--- src/rtl/shift_pkg.sv ---
// Shared types and defaults for the serial shift sequencer.
package shift_pkg;

  localparam int unsigned WIDTH_DEF = 16;
  localparam int unsigned AMT_W_DEF = 4;
  localparam int unsigned STATE_W   = 3;

  typedef enum logic [STATE_W-1:0] {
    IDLE = 3'd0,
    SHL1 = 3'd1,
    SHR  = 3'd2,
    SHL2 = 3'd3,
    DONE = 3'd4
  } state_t;

endpackage

--- src/rtl/shift_sequencer_if.sv ---
// Control-unit <-> shift sequencer handshake and operand bus.
interface shift_sequencer_if #(
  parameter int unsigned WIDTH = shift_pkg::WIDTH_DEF,
  parameter int unsigned AMT_W = shift_pkg::AMT_W_DEF
) ();

  logic             start;
  logic [WIDTH-1:0] data_in;
  logic [AMT_W-1:0] x;
  logic [AMT_W-1:0] y;
  logic [AMT_W-1:0] z;
  logic             ready;
  logic             busy;
  logic             done;
  logic [WIDTH-1:0] result;

  modport master (
    output start, data_in, x, y, z,
    input  ready, busy, done, result
  );

  modport slave (
    input  start, data_in, x, y, z,
    output ready, busy, done, result
  );

endinterface

--- src/rtl/shift_phase_counter.sv ---
// Per-phase shift count: load, decrement, and zero flag.
module shift_phase_counter #(
  parameter int unsigned AMT_W = shift_pkg::AMT_W_DEF
) (
  input  logic             clk,
  input  logic             rst_n,
  input  logic             load,
  input  logic [AMT_W-1:0] load_val,
  input  logic             dec,
  output logic [AMT_W-1:0] cnt,
  output logic             zero_c
);

  always_ff @(posedge clk or negedge rst_n) begin
    if (!rst_n) begin
      cnt <= '0;
    end else if (load) begin
      cnt <= load_val;
    end else if (dec) begin
      cnt <= cnt - AMT_W'(1);
    end
  end

  assign zero_c = (cnt == '0);

endmodule

--- src/rtl/shift_sequencer.sv ---
// One-bit-per-cycle shifter: left by x, logical right by y, left by z.
module shift_sequencer #(
  parameter int unsigned WIDTH = shift_pkg::WIDTH_DEF,
  parameter int unsigned AMT_W = shift_pkg::AMT_W_DEF
) (
  input  logic             clk,
  input  logic             rst_n,
  shift_sequencer_if.slave bus
);

  import shift_pkg::*;

  state_t           state;
  state_t           state_next;
  logic [WIDTH-1:0] acc;
  logic [WIDTH-1:0] acc_next;
  logic [WIDTH-1:0] result_next;
  logic [AMT_W-1:0] ry;
  logic [AMT_W-1:0] rz;
  logic [AMT_W-1:0] cnt;
  logic [AMT_W-1:0] cnt_load_val;
  logic             cnt_load;
  logic             cnt_dec;
  logic             cnt_zero_c;
  logic             accept;

  assign accept = (state == IDLE) && bus.start;

  shift_phase_counter #(.AMT_W(AMT_W)) u_cnt (
    .clk      (clk),
    .rst_n    (rst_n),
    .load     (cnt_load),
    .load_val (cnt_load_val),
    .dec      (cnt_dec),
    .cnt      (cnt),
    .zero_c   (cnt_zero_c)
  );

  // Status flags are registered from the next state so they line up with state.
  always_ff @(posedge clk or negedge rst_n) begin
    if (!rst_n) begin
      state      <= IDLE;
      acc        <= '0;
      ry         <= '0;
      rz         <= '0;
      bus.result <= '0;
      bus.ready  <= 1'b1;
      bus.busy   <= 1'b0;
      bus.done   <= 1'b0;
    end else begin
      state      <= state_next;
      acc        <= acc_next;
      bus.result <= result_next;
      bus.ready  <= (state_next == IDLE);
      bus.busy   <= (state_next != IDLE);
      bus.done   <= (state_next == DONE);
      if (accept) begin
        ry <= bus.y;
        rz <= bus.z;
      end
    end
  end

  always_comb begin
    state_next   = state;
    acc_next     = acc;
    result_next  = bus.result;
    cnt_load     = 1'b0;
    cnt_load_val = '0;
    cnt_dec      = 1'b0;
    case (state)
      IDLE: begin
        if (bus.start) begin
          state_next   = SHL1;
          acc_next     = bus.data_in;
          cnt_load     = 1'b1;
          cnt_load_val = bus.x;
        end
      end
      SHL1: begin
        if (!cnt_zero_c) begin
          acc_next = {acc[WIDTH-2:0], 1'b0};
          cnt_dec  = 1'b1;
        end else begin
          state_next   = SHR;
          cnt_load     = 1'b1;
          cnt_load_val = ry;
        end
      end
      SHR: begin
        if (!cnt_zero_c) begin
          acc_next = {1'b0, acc[WIDTH-1:1]};
          cnt_dec  = 1'b1;
        end else begin
          state_next   = SHL2;
          cnt_load     = 1'b1;
          cnt_load_val = rz;
        end
      end
      SHL2: begin
        if (!cnt_zero_c) begin
          acc_next = {acc[WIDTH-2:0], 1'b0};
          cnt_dec  = 1'b1;
        end else begin
          state_next  = DONE;
          result_next = acc;
        end
      end
      DONE:    state_next = IDLE;
      default: state_next = IDLE;
    endcase
  end

endmodule
--- src/flat_wrapper.sv ---
// flat-port wrapper written by rule: the top's interface ports become plain ports
module shift_sequencer_flat import shift_pkg::*;
#(
  parameter int unsigned WIDTH = shift_pkg::WIDTH_DEF,
  parameter int unsigned AMT_W = shift_pkg::AMT_W_DEF
)
  (clk, rst_n, bus_start, bus_data_in, bus_x, bus_y, bus_z, bus_ready, bus_busy, bus_done, bus_result);
  shift_sequencer_if #(.WIDTH(WIDTH), .AMT_W(AMT_W)) bus_i ();
  input  logic clk;
  input  logic rst_n;
  input wire logic [$bits(bus_i.start)-1:0] bus_start;
  input wire logic [$bits(bus_i.data_in)-1:0] bus_data_in;
  input wire logic [$bits(bus_i.x)-1:0] bus_x;
  input wire logic [$bits(bus_i.y)-1:0] bus_y;
  input wire logic [$bits(bus_i.z)-1:0] bus_z;
  output wire logic [$bits(bus_i.ready)-1:0] bus_ready;
  output wire logic [$bits(bus_i.busy)-1:0] bus_busy;
  output wire logic [$bits(bus_i.done)-1:0] bus_done;
  output wire logic [$bits(bus_i.result)-1:0] bus_result;
  assign bus_i.start = bus_start;
  assign bus_i.data_in = bus_data_in;
  assign bus_i.x = bus_x;
  assign bus_i.y = bus_y;
  assign bus_i.z = bus_z;
  assign bus_ready = bus_i.ready;
  assign bus_busy = bus_i.busy;
  assign bus_done = bus_i.done;
  assign bus_result = bus_i.result;
  shift_sequencer #(.WIDTH(WIDTH), .AMT_W(AMT_W)) u_core (.clk(clk), .rst_n(rst_n), .bus(bus_i));
endmodule
--- config.mk ---
export PLATFORM = sky130hd
export DESIGN_NAME = shift_sequencer_flat
export DESIGN_NICKNAME = d
export VERILOG_FILES = /design/src/rtl/shift_pkg.sv /design/src/rtl/shift_sequencer_if.sv /design/src/rtl/shift_phase_counter.sv /design/src/rtl/shift_sequencer.sv /design/src/flat_wrapper.sv
export SDC_FILE = /design/constraint.sdc
export NUM_CORES = 1
export LEC_CHECK = 0
export CAP_MARGIN = 5
export CORE_MARGIN = 5
export CORE_UTILIZATION = 47
export CTS_CLUSTER_SIZE = 24
export DETAILED_ROUTE_END_ITERATION = 16
export PLACE_DENSITY = 0.84
export SLEW_MARGIN = 10
export SYNTH_ARGS = -nofsm -noshare
export SYNTH_HDL_FRONTEND = slang
export SYNTH_HIERARCHICAL = 1
export SYNTH_SLANG_ARGS = --single-unit
--- constraint.sdc ---
create_clock -name clk -period 2.6 [get_ports clk]
set_input_delay 0.39 -clock clk [delete_from_list [all_inputs] [get_ports clk]]
set_output_delay 0.39 -clock clk [all_outputs]
set_load 0.005 [all_outputs]
==> flow_metrics.env <==
export IMPL_drv_slew=0
export IMPL_nFillCells=456
export IMPL_fp_coreArea_mm2=0.005405
export IMPL_synth_ff_type="dfrtp_1"
export IMPL_period_minus_slack_ps=2299
export IMPL_io_pins=50
export IMPL_grt_usage_pct=16.51
export IMPL_worstMarginPinSlew_ps=646.1
export IMPL_wl_um=5486
export IMPL_synth_simple_gate_area_share_pct=13.55
export IMPL_end_kind="flop"
export IMPL_synth_xor_xnor_area_share_pct=1.360
export IMPL_yosys_area_top_type_share_pct=47.60
export IMPL_syn_to_final_growth_pct=25.69
export IMPL_fin_worst_skew_ps=11.90
export IMPL_max_freq_mhz=435.0
export IMPL_rsz0062_at_grt="false"
export IMPL_crit_fanout=7
export IMPL_muxShareOfSynthArea_pct=12.24
export IMPL_synth_compound_area_share_pct=18.84
export IMPL_fin_cells=344
export IMPL_synth_adder_area_share_pct=0.4857
export IMPL_diodes=0
export IMPL_wl_per_cell_um=15.95
export IMPL_dpl_hpwl_um=3843
export IMPL_via_per_inst=5.677
export IMPL_status="finished clean"
export IMPL_worst_slack_ps=301.0
export IMPL_cts_tree="built"
export IMPL_dr_pass1_iters=4
export IMPL_async_reset_ff_share_pct=100.0
export IMPL_p_leak_uw=0.001386
export IMPL_cts_sinks=50
export IMPL_max_slew_margin_pct=56.93
export IMPL_synth_area_leaders="dfrtp_1 (48%), mux2_2 (12%), o41ai_2 (6.3%), o31ai_1 (4.1%), nor2b_1 (3.4%)"
export IMPL_power_per_cell_area_mw_per_mm2=1184
export IMPL_setup_worst_path_start_class="flop"
export IMPL_cap_violations=0
export IMPL_synth_top_family_by_area="compound AO/OA/AOI/OAI gates"
export IMPL_synth_area_mm2=0.002576
export IMPL_avgSynthCellArea_um2=11.50
export IMPL_post_place_ws_ps=-265.2
export IMPL_drc=0
export IMPL_min_path_type="in2async"
export IMPL_fin_nets=303
export IMPL_slowest_delay_ps=440
export IMPL_cts_buffers=5
export IMPL_ys_seq_elements=50
export IMPL_ant_nets=0
export IMPL_antenna_found_initial=0
export IMPL_crit_type="reg2reg"
export IMPL_worstPathCellList="inv_1 > ha_1 > nor3b_1 > buf_4 > nor4bb_1 > or3_1 > mux2_2"
export IMPL_finalSetupViolCount=0
export IMPL_clk_latency_ps=300
export IMPL_path_buf_inv=2
export IMPL_grt_pass1_wl_um=9432
export IMPL_critPathArrivalTime_ps=2490
export IMPL_vias=1953
export IMPL_grt_max_degree=51
export IMPL_cts_max_level=2
export IMPL_holdWs_ps=184.1
export IMPL_yosys_area_top_type="dfrtp_1"
export IMPL_fin_crit_sh_pct=88.42
export IMPL_start_util_pct=47.66
export IMPL_grt_ovfl_total=0
export IMPL_post_route_util_pct=59.91
export IMPL_gp_congestion=0.7512
export IMPL_dieArea_mm2=0.007062
export IMPL_synthCells=224
export IMPL_synth_most_common_cell="dfrtp_1"
export IMPL_cts_clk_slew_worst_paths_ps=90
export IMPL_peakVddDrop_mv=0.5910
export IMPL_synth_edf_count=0
export IMPL_yosysUniqueCellTypes=32
export IMPL_io_buffers=49
export IMPL_hold_viol_final=0
export IMPL_layout_drive_gt1_share_pct=23.90
export IMPL_required_ps=2790
export IMPL_yosys_warnings=6
export IMPL_placedCellCount=336
export IMPL_grt_pass1_vias=1989
export IMPL_die_h_um=84.04
export IMPL_ys_top_cells_by_count="dfrtp_1 (49), mux2_2 (28), nand2_1 (15), nor3_1 (15)"
export IMPL_seq_area_frac_synth_pct=48.62
export IMPL_cts_root_buf="clkbuf_8"
export IMPL_dieWidth_um=84.04
export IMPL_rows=27
export IMPL_drtIter0Drc=166
export IMPL_cp_top_family="simple AND/OR/NAND/NOR gates"
export IMPL_syn_nets=256
export IMPL_clockBufferDepth=2
export IMPL_cp_slowest_cell="dfrtp_1"
export IMPL_p_total_uw=3835
## cell usage in the layout (no fill, tap or decap), drive strengths merged
master / count
a22oi: 4
buf: 11
clkbuf: 6
clkdlybuf4s50: 48
clkinvlp: 1
dfrtp: 49
dfstp: 1
ha: 1
inv: 8
mux2: 28
nand2: 15
nand2b: 3
nand4b: 1
nor2: 3
nor2b: 14
nor3: 15
nor3b: 1
nor4b: 2
nor4bb: 2
o21a: 1
o21ai: 5
o21bai: 1
o221ai: 1
o22ai: 14
o2bb2ai: 1
o31ai: 14
o41ai: 14
or2: 2
or3: 2
xnor2: 1
xor2: 3
## kinds of logic after synthesis
family	after synthesis
adder cells (fa/ha/maj)	1
multiplexers	28
AO/OA/AOI/OAI	55
flip-flops	50
AND/OR/NAND/NOR	60
XOR/XNOR	4
buffers and inverters	26
## power by group
group          internal, uW  switching [uW]  total, uW
Combinational          1050             847       1890
Sequential             1170             294       1460
Clock                   219             260        479
## worst paths after layout
check,from,end,slack (ps),depth (start not counted)
max,u_core/u_cnt/cnt[0],u_core/u_cnt/cnt[3],300,7
min,rst_n,u_core/rz[2],180,2
max reg2reg,u_core/u_cnt/cnt[0],u_core/u_cnt/cnt[3],300,7
min reg2reg,u_core/bus.result[14],u_core/bus.result[14],500,2
max in group asynchronous,rst_n,u_core/acc[4],1980,2
min in group clk,u_core/bus.result[14],u_core/bus.result[14],500,2
## stage by stage
stage          setup TNS, ps  instance area [um2]
2_1_floorplan              0                 2576
3_3_place_gp          -720.4                 3132
3_5_place_dp           -1574                 3132
4_1_cts                    0                 3231
5_1_grt                    0                 3238
6_report                   0                 3238
## routing by layer
metal,wire length [um],track usage (%)
met1,2416,21.22
met2,2751,27.33
met3,269,4.047
met4,48,5.263
met5,0,0
## registers in the layout, indices dropped and copies added, names as in the netlist
signal	flops
u_core/acc	16
u_core/bus.result	16
u_core/bus.done	1
u_core/bus.ready	1
u_core/rz	4
u_core/u_cnt/cnt	4
u_core/ry	4
u_core/state	3
u_core/bus.busy	1
## repair_timing
item,in CTS,in global routing
resized for setup,0,2
buffers inserted,0,0
endpoints found under the setup margin,0,2
hold buffers,0,0
## area by class of cell
type,instances,area [um2],share of cell area (%)
sequential,50,1252,38.68
multi-input combinational,148,1210,37.36
timing repair buffer,59,560.5,17.31
tap,72,90.09,2.782
clock buffer,6,82.58,2.550
inverter,7,26.28,0.8114
clock inverter,2,16.27,0.5023
Power figures use the tool's default switching activity.
